[src/rtl/btn_conditioner.sv]
// -----------------------------------------------------------------------------
// btn_conditioner
//   N-channel button/switch conditioner. Each channel synchronises its raw pad
//   input, debounces it, and produces a clean level, press/release pulses, a
//   long-press hold flag and auto-repeat pulses. Channels are independent.
//
// Ports
//   i_clk      in   1     system clock
//   i_rst      in   1     synchronous reset, active-high
//   i_raw      in   N_CH  asynchronous raw pad inputs, 1 = pressed
//   o_level    out  N_CH  debounced level
//   o_press    out  N_CH  1-cycle pulse on debounced 0->1
//   o_release  out  N_CH  1-cycle pulse on debounced 1->0
//   o_hold     out  N_CH  high from first repeat pulse until release
//   o_repeat   out  N_CH  1-cycle auto-repeat pulse
// -----------------------------------------------------------------------------
module btn_conditioner #(
  parameter int              N_CH            = 5,
  parameter int              SYNC_STAGES     = 2,
  parameter int              DEBOUNCE_CYCLES = 100000,
  parameter int              REPEAT_DELAY    = 5000000,
  parameter int              REPEAT_PERIOD   = 1000000,
  parameter logic [N_CH-1:0] REPEAT_MASK     = {N_CH{1'b1}}
) (
  input  logic            i_clk,
  input  logic            i_rst,
  input  logic [N_CH-1:0] i_raw,
  output logic [N_CH-1:0] o_level,
  output logic [N_CH-1:0] o_press,
  output logic [N_CH-1:0] o_release,
  output logic [N_CH-1:0] o_hold,
  output logic [N_CH-1:0] o_repeat
);

  // Counter widths sized to hold their terminal value, never less than 1 bit.
  localparam int DMAX = DEBOUNCE_CYCLES - 1;
  localparam int DW   = (DMAX > 0) ? $clog2(DMAX + 1) : 1;
  localparam int HMAX = ((REPEAT_DELAY > REPEAT_PERIOD) ? REPEAT_DELAY : REPEAT_PERIOD) - 1;
  localparam int HW   = (HMAX > 0) ? $clog2(HMAX + 1) : 1;

  typedef enum logic [1:0] {
    ST_IDLE,    // level = 0
    ST_WAIT,    // level = 1, waiting for the first repeat
    ST_REPEAT   // level = 1, hold asserted, periodic repeats
  } hold_state_t;

  for (genvar ch = 0; ch < N_CH; ch++) begin : g_ch
    logic [SYNC_STAGES-1:0] sync_q;
    logic                   s;
    logic [DW-1:0]          dcnt_q;
    logic                   level_q;
    logic                   press_q;
    logic                   release_q;
    logic                   accept;

    assign s = sync_q[SYNC_STAGES-1];

    // The input has differed from the accepted level for DEBOUNCE_CYCLES
    // consecutive edges (including this one): take the new value now.
    assign accept = (s != level_q) && (dcnt_q == DW'(DMAX));

    // NOTE: sequential state is assigned with <= so every flop samples the
    // pre-edge values of its neighbours, exactly like the hardware.
    always_ff @(posedge i_clk) begin
      if (i_rst) begin
        sync_q    <= '0;
        dcnt_q    <= '0;
        level_q   <= 1'b0;
        press_q   <= 1'b0;
        release_q <= 1'b0;
      end else begin
        sync_q    <= {sync_q[SYNC_STAGES-2:0], i_raw[ch]};
        press_q   <= 1'b0;
        release_q <= 1'b0;
        if (s == level_q) begin
          dcnt_q <= '0;
        end else if (accept) begin
          level_q   <= s;
          dcnt_q    <= '0;
          press_q   <= s;
          release_q <= ~s;
        end else begin
          dcnt_q <= dcnt_q + DW'(1);
        end
      end
    end

    assign o_level[ch]   = level_q;
    assign o_press[ch]   = press_q;
    assign o_release[ch] = release_q;

    if (REPEAT_MASK[ch]) begin : g_rep
      hold_state_t   state_q, state_d;
      logic [HW-1:0] hcnt_q, hcnt_d;
      logic          hold_q, hold_d;
      logic          rep_q, rep_d;
      logic          rise, fall;

      // Hold FSM reacts on the same edge the debounced level changes, so
      // its counter starts together with the o_press cycle.
      assign rise = accept & s;
      assign fall = accept & ~s;

      always_ff @(posedge i_clk) begin
        if (i_rst) begin
          state_q <= ST_IDLE;
          hcnt_q  <= '0;
          hold_q  <= 1'b0;
          rep_q   <= 1'b0;
        end else begin
          state_q <= state_d;
          hcnt_q  <= hcnt_d;
          hold_q  <= hold_d;
          rep_q   <= rep_d;
        end
      end

      // NOTE: every output of this block gets a default first, so no path
      // leaves a signal unassigned and no latch is inferred.
      always_comb begin
        state_d = state_q;
        hcnt_d  = hcnt_q;
        hold_d  = hold_q;
        rep_d   = 1'b0;
        if (fall) begin
          // Release wins over a repeat that would fall on the same edge.
          state_d = ST_IDLE;
          hcnt_d  = '0;
          hold_d  = 1'b0;
        end else if (rise) begin
          state_d = ST_WAIT;
          hcnt_d  = '0;
          hold_d  = 1'b0;
        end else begin
          case (state_q)
            ST_WAIT: begin
              if (hcnt_q == HW'(REPEAT_DELAY - 1)) begin
                rep_d   = 1'b1;
                hold_d  = 1'b1;
                hcnt_d  = '0;
                state_d = ST_REPEAT;
              end else begin
                hcnt_d = hcnt_q + HW'(1);
              end
            end
            ST_REPEAT: begin
              if (hcnt_q == HW'(REPEAT_PERIOD - 1)) begin
                rep_d  = 1'b1;
                hcnt_d = '0;
              end else begin
                hcnt_d = hcnt_q + HW'(1);
              end
            end
            default: begin
              hcnt_d = '0;
              hold_d = 1'b0;
            end
          endcase
        end
      end

      assign o_hold[ch]   = hold_q;
      assign o_repeat[ch] = rep_q;
    end else begin : g_norep
      assign o_hold[ch]   = 1'b0;
      assign o_repeat[ch] = 1'b0;
    end
  end

endmodule

[config.mk]
export PLATFORM = sky130hd
export DESIGN_NAME = btn_conditioner
export DESIGN_NICKNAME = d
export VERILOG_FILES = /design/src/rtl/btn_conditioner.sv
export SDC_FILE = /design/constraint.sdc
export NUM_CORES = 1
export LEC_CHECK = 0
export ABC_AREA = 1
export CAP_MARGIN = 5
export CORE_AREA = 2 2 188 190
export DETAILED_ROUTE_END_ITERATION = 8
export DIE_AREA = 0 0 190 192
export DONT_BUFFER_PORTS = 1
export PLACE_DENSITY_LB_ADDON = 0.12
export SYNTH_ARGS = -nofsm -noshare
export SYNTH_HDL_FRONTEND = slang
export SYNTH_SLANG_ARGS = --single-unit
export TNS_END_PERCENT = 1
[constraint.sdc]
create_clock -name i_clk -period 2.2 [get_ports i_clk]
set_clock_uncertainty 0.05 [all_clocks]
set_input_delay 0.44 -clock i_clk [delete_from_list [all_inputs] [get_ports i_clk]]
set_output_delay 0.44 -clock i_clk [all_outputs]
set_load 0.05 [all_outputs]
==> results.py <==
metrics = {
    "clock_tree": {
        "cts_resized": 0,
        "htree_num_levels": 1,
        "path_clk_slew_ns": 0.06,
        "clock_sinks": 245,
        "clk_latency_ns": 0.57,
        "cts_root_buf": "clkbuf_16",
        "cts_buffers": 30,
        "tritoncts": "done",
        "clock_path_buffers": 3,
    },
    "synthesis": {
        "synthTopCellsByArea": "dfxtp_1 (41%), nor2_1 (12%), nand2_1 (9.8%), xor2_1 (6.5%), inv_1 (5.9%)",
        "syn_area_mm2": 0.0119,
        "synth-seq-area-share_pct": 41.2,
        "synth.top_cell.area_share_pct": 41.2,
        "synth_top_area_cell": "dfxtp_1",
        "synth_cell_types": 39,
        "syn_inst": 1645,
        "yosysWarnings": 0,
        "syn-num-nets": 1672,
        "postSynthAreaPerCell_um2": 7.25,
        "synth_seq_cells": 245,
    },
    "floorplan": {
        "fp.coreArea_mm2": 0.0343,
        "rows": 68,
        "start_util_pct": 34.8,
        "fp.dieW_um": 190,
        "pin_count": 32,
        "die-area_mm2": 0.0365,
        "fp.dieH_um": 192,
    },
    "worst_setup_path": {
        "cp.required_ns": 2.60,
        "criticalPathCategory": "input pin to flip-flop",
        "critPathCaptureType": "flip-flop",
        "arrival_ns": 2.31,
        "reg2reg_slack_ns": 0.31,
        "critPathLaunchType": "input pin",
        "cp_max_fo": 20,
    },
    "power": {
        "p_per_area_mw_per_mm2": 729,
        "power_leakage_nw": 4.57,
        "ir_drop_uv": 549,
    },
    "sta": {
        "setup_ws_ns": 0.297,
        "rsz0062_at_grt": "false",
        "fin_tns_setup_ns": 0,
        "slew_headroom_pct": 32.7,
        "setup_violations": 0,
        "finalHoldViolations": 0,
        "finalCriticalPeriod_ns": 1.90,
        "max_freq_mhz": 525,
        "final_max_slew_viol_count": 0,
        "fin_crit_sh_pct": 86.5,
        "tightest_slew_ns": 1.01,
    },
    "min_path": {
        "hold_path_class": "input pin to flip-flop",
    },
    "route": {
        "via_per_inst": 4.42,
        "drt_iter0_markers": 426,
        "drtPass1Iterations": 5,
        "drc_errors": 0,
        "totalWireLength_mm": 24.1,
        "final_antenna_net_count": 0,
        "num_vias": 9396,
        "routedWlPerCell_um": 11.3,
    },
    "placed_design": {
        "dp_hpwl_mm": 17.2,
        "dp_cells": 2065,
        "pre_cts_ws_ns": 0.292,
        "gp_congestion": 0.795,
        "io_buffers": 0,
    },
    "global_route": {
        "grt_overflow": 0,
        "grt_pass1_vias": 9311,
        "grt_antenna_before_repair": 0,
        "grt_pass1_wl_mm": 42.6,
        "grt_max_degree": 24,
        "track_usage_pct": 13.8,
    },
    "finish": {
        "antenna_cells": 0,
        "fill_cells": 3574,
        "area_growth_pct": 11.8,
        "layout.cells.non_filler": 2126,
        "drive_above_1_share_pct": 7.90,
        "layout.nets": 1675,
    },
    "run_status": {
        "status": "finished clean",
    },
    "run": {
        "maxCapViolations": 0,
    },
}
## stage by stage
stage | hold slack, ns | total power, mW | utilization [%] | area [um2]
after floorplan | 0.338 | 4.60 | - | 11900
after global placement | 0.339 | 4.61 | 35.6 | 12200
after detailed placement | 0.347 | 4.61 | 35.6 | 12200
after CTS | 0.181 | 9.96 | 38.9 | 13300
after global routing | 0.223 | 10.1 | 38.9 | 13300
final | 0.206 | 9.72 | 38.9 | 13300
## layer usage
metal	global-route usage, %	share of wire (%)	routed length, um	vias to the layer above
li1	-	-	-	5107
met1	17.7	50	12000	4176
met2	23.5	44	10700	68
met3	2.69	3.0	726	45
met4	4.23	2.9	705	0
met5	0	0	0	-
## power by group
group,switching (mW),internal [mW]
Clock,1.96,3.24
Combinational,0.0508,0.0223
Sequential,0.00615,4.45
## area by class of cell
| class | count | area, um2 | area share, % |
|---|---|---|---|
| Multi-Input combinational cell | 1167 | 5960 | 44.7 |
| Sequential cell | 245 | 4900 | 36.8 |
| Clock buffer | 43 | 880 | 6.60 |
| Inverter | 190 | 713 | 5.35 |
| Tap cell | 455 | 569 | 4.27 |
| Clock inverter | 12 | 178 | 1.33 |
| Timing Repair Buffer | 14 | 120 | 0.901 |
## cells in the mapped netlist, drive strengths merged
master / instances
nor2: 414
nand2: 324
dfxtp: 245
inv: 189
nand3: 95
xor2: 88
nor3: 52
nand4: 46
xnor2: 44
buf: 41
a21oi: 37
ha: 20
o21ai: 16
or2: 11
nand3b: 7
a21boi: 5
and3: 2
clkbuf: 2
o21bai: 2
a21o: 1
a31oi: 1
and2: 1
clkinv: 1
nor3b: 1
## state kept, by name, summed over array words and instances, names as in the netlist
signal              cells
g_ch.press_q            5
g_ch.dcnt_q            85
g_ch.g_rep.state_q     10
g_ch.release_q          5
g_ch.g_rep.hcnt_q     115
g_ch.g_rep.hold_q       5
g_ch.sync_q            10
g_ch.level_q            5
g_ch.g_rep.rep_q        5
## layout by cell type, fill, tap and decap left out, types with 12 or more instances in the layout
master | netlist | layout
nor2_1 | 391 | 391
xor2_1 | 88 | 88
nand2_2 | 12 | 12
nand4_1 | 44 | 44
nand3_2 | 18 | 18
clkbuf_16 | 0 | 30
nor2_2 | 15 | 15
a21oi_1 | 37 | 37
o21ai_0 | 14 | 14
nor3_1 | 46 | 46
xnor2_1 | 44 | 44
ha_1 | 20 | 20
inv_1 | 187 | 187
nand3_1 | 76 | 76
dfxtp_1 | 245 | 245
nand2_1 | 311 | 311
## worst max-delay path: stages
cell and delay, ns:
dlygate4sd3_1 1.19, nor2_1 0.09, dlygate4sd3_1 0.58
## final timing paths
kind / start / to / cells past startpoint
worst max-delay path: i_rst / g_ch[1].sync_q[0] / 3
worst min-delay path: i_rst / g_ch[4].g_rep.state_q[1] / 3
worst max register to register: g_ch[2].dcnt_q[0] / g_ch[2].g_rep.hcnt_q[21] / 10
worst min register to register: g_ch[1].sync_q[0] / g_ch[1].sync_q[1] / 2
## kinds of logic (layout without fill, tap and decap cells)
kind of cell,after synthesis,after routing,synth area share (%)
flip-flops,245,245,41.2
XOR/XNOR,132,132,9.70
AO/OA/AOI/OAI,62,62,2.81
adder cells (fa/ha/maj),20,20,2.10
buffers and inverters,233,259,8.82
AND/OR/NAND/NOR,953,953,35.4
## what timing repair did
item | in CTS | in global routing
setup buffers | 0 | 0
hold buffers | 6 | 0
hold endpoints to repair | 20 | 0
Note: power is estimated with default switching activity, not from simulation.
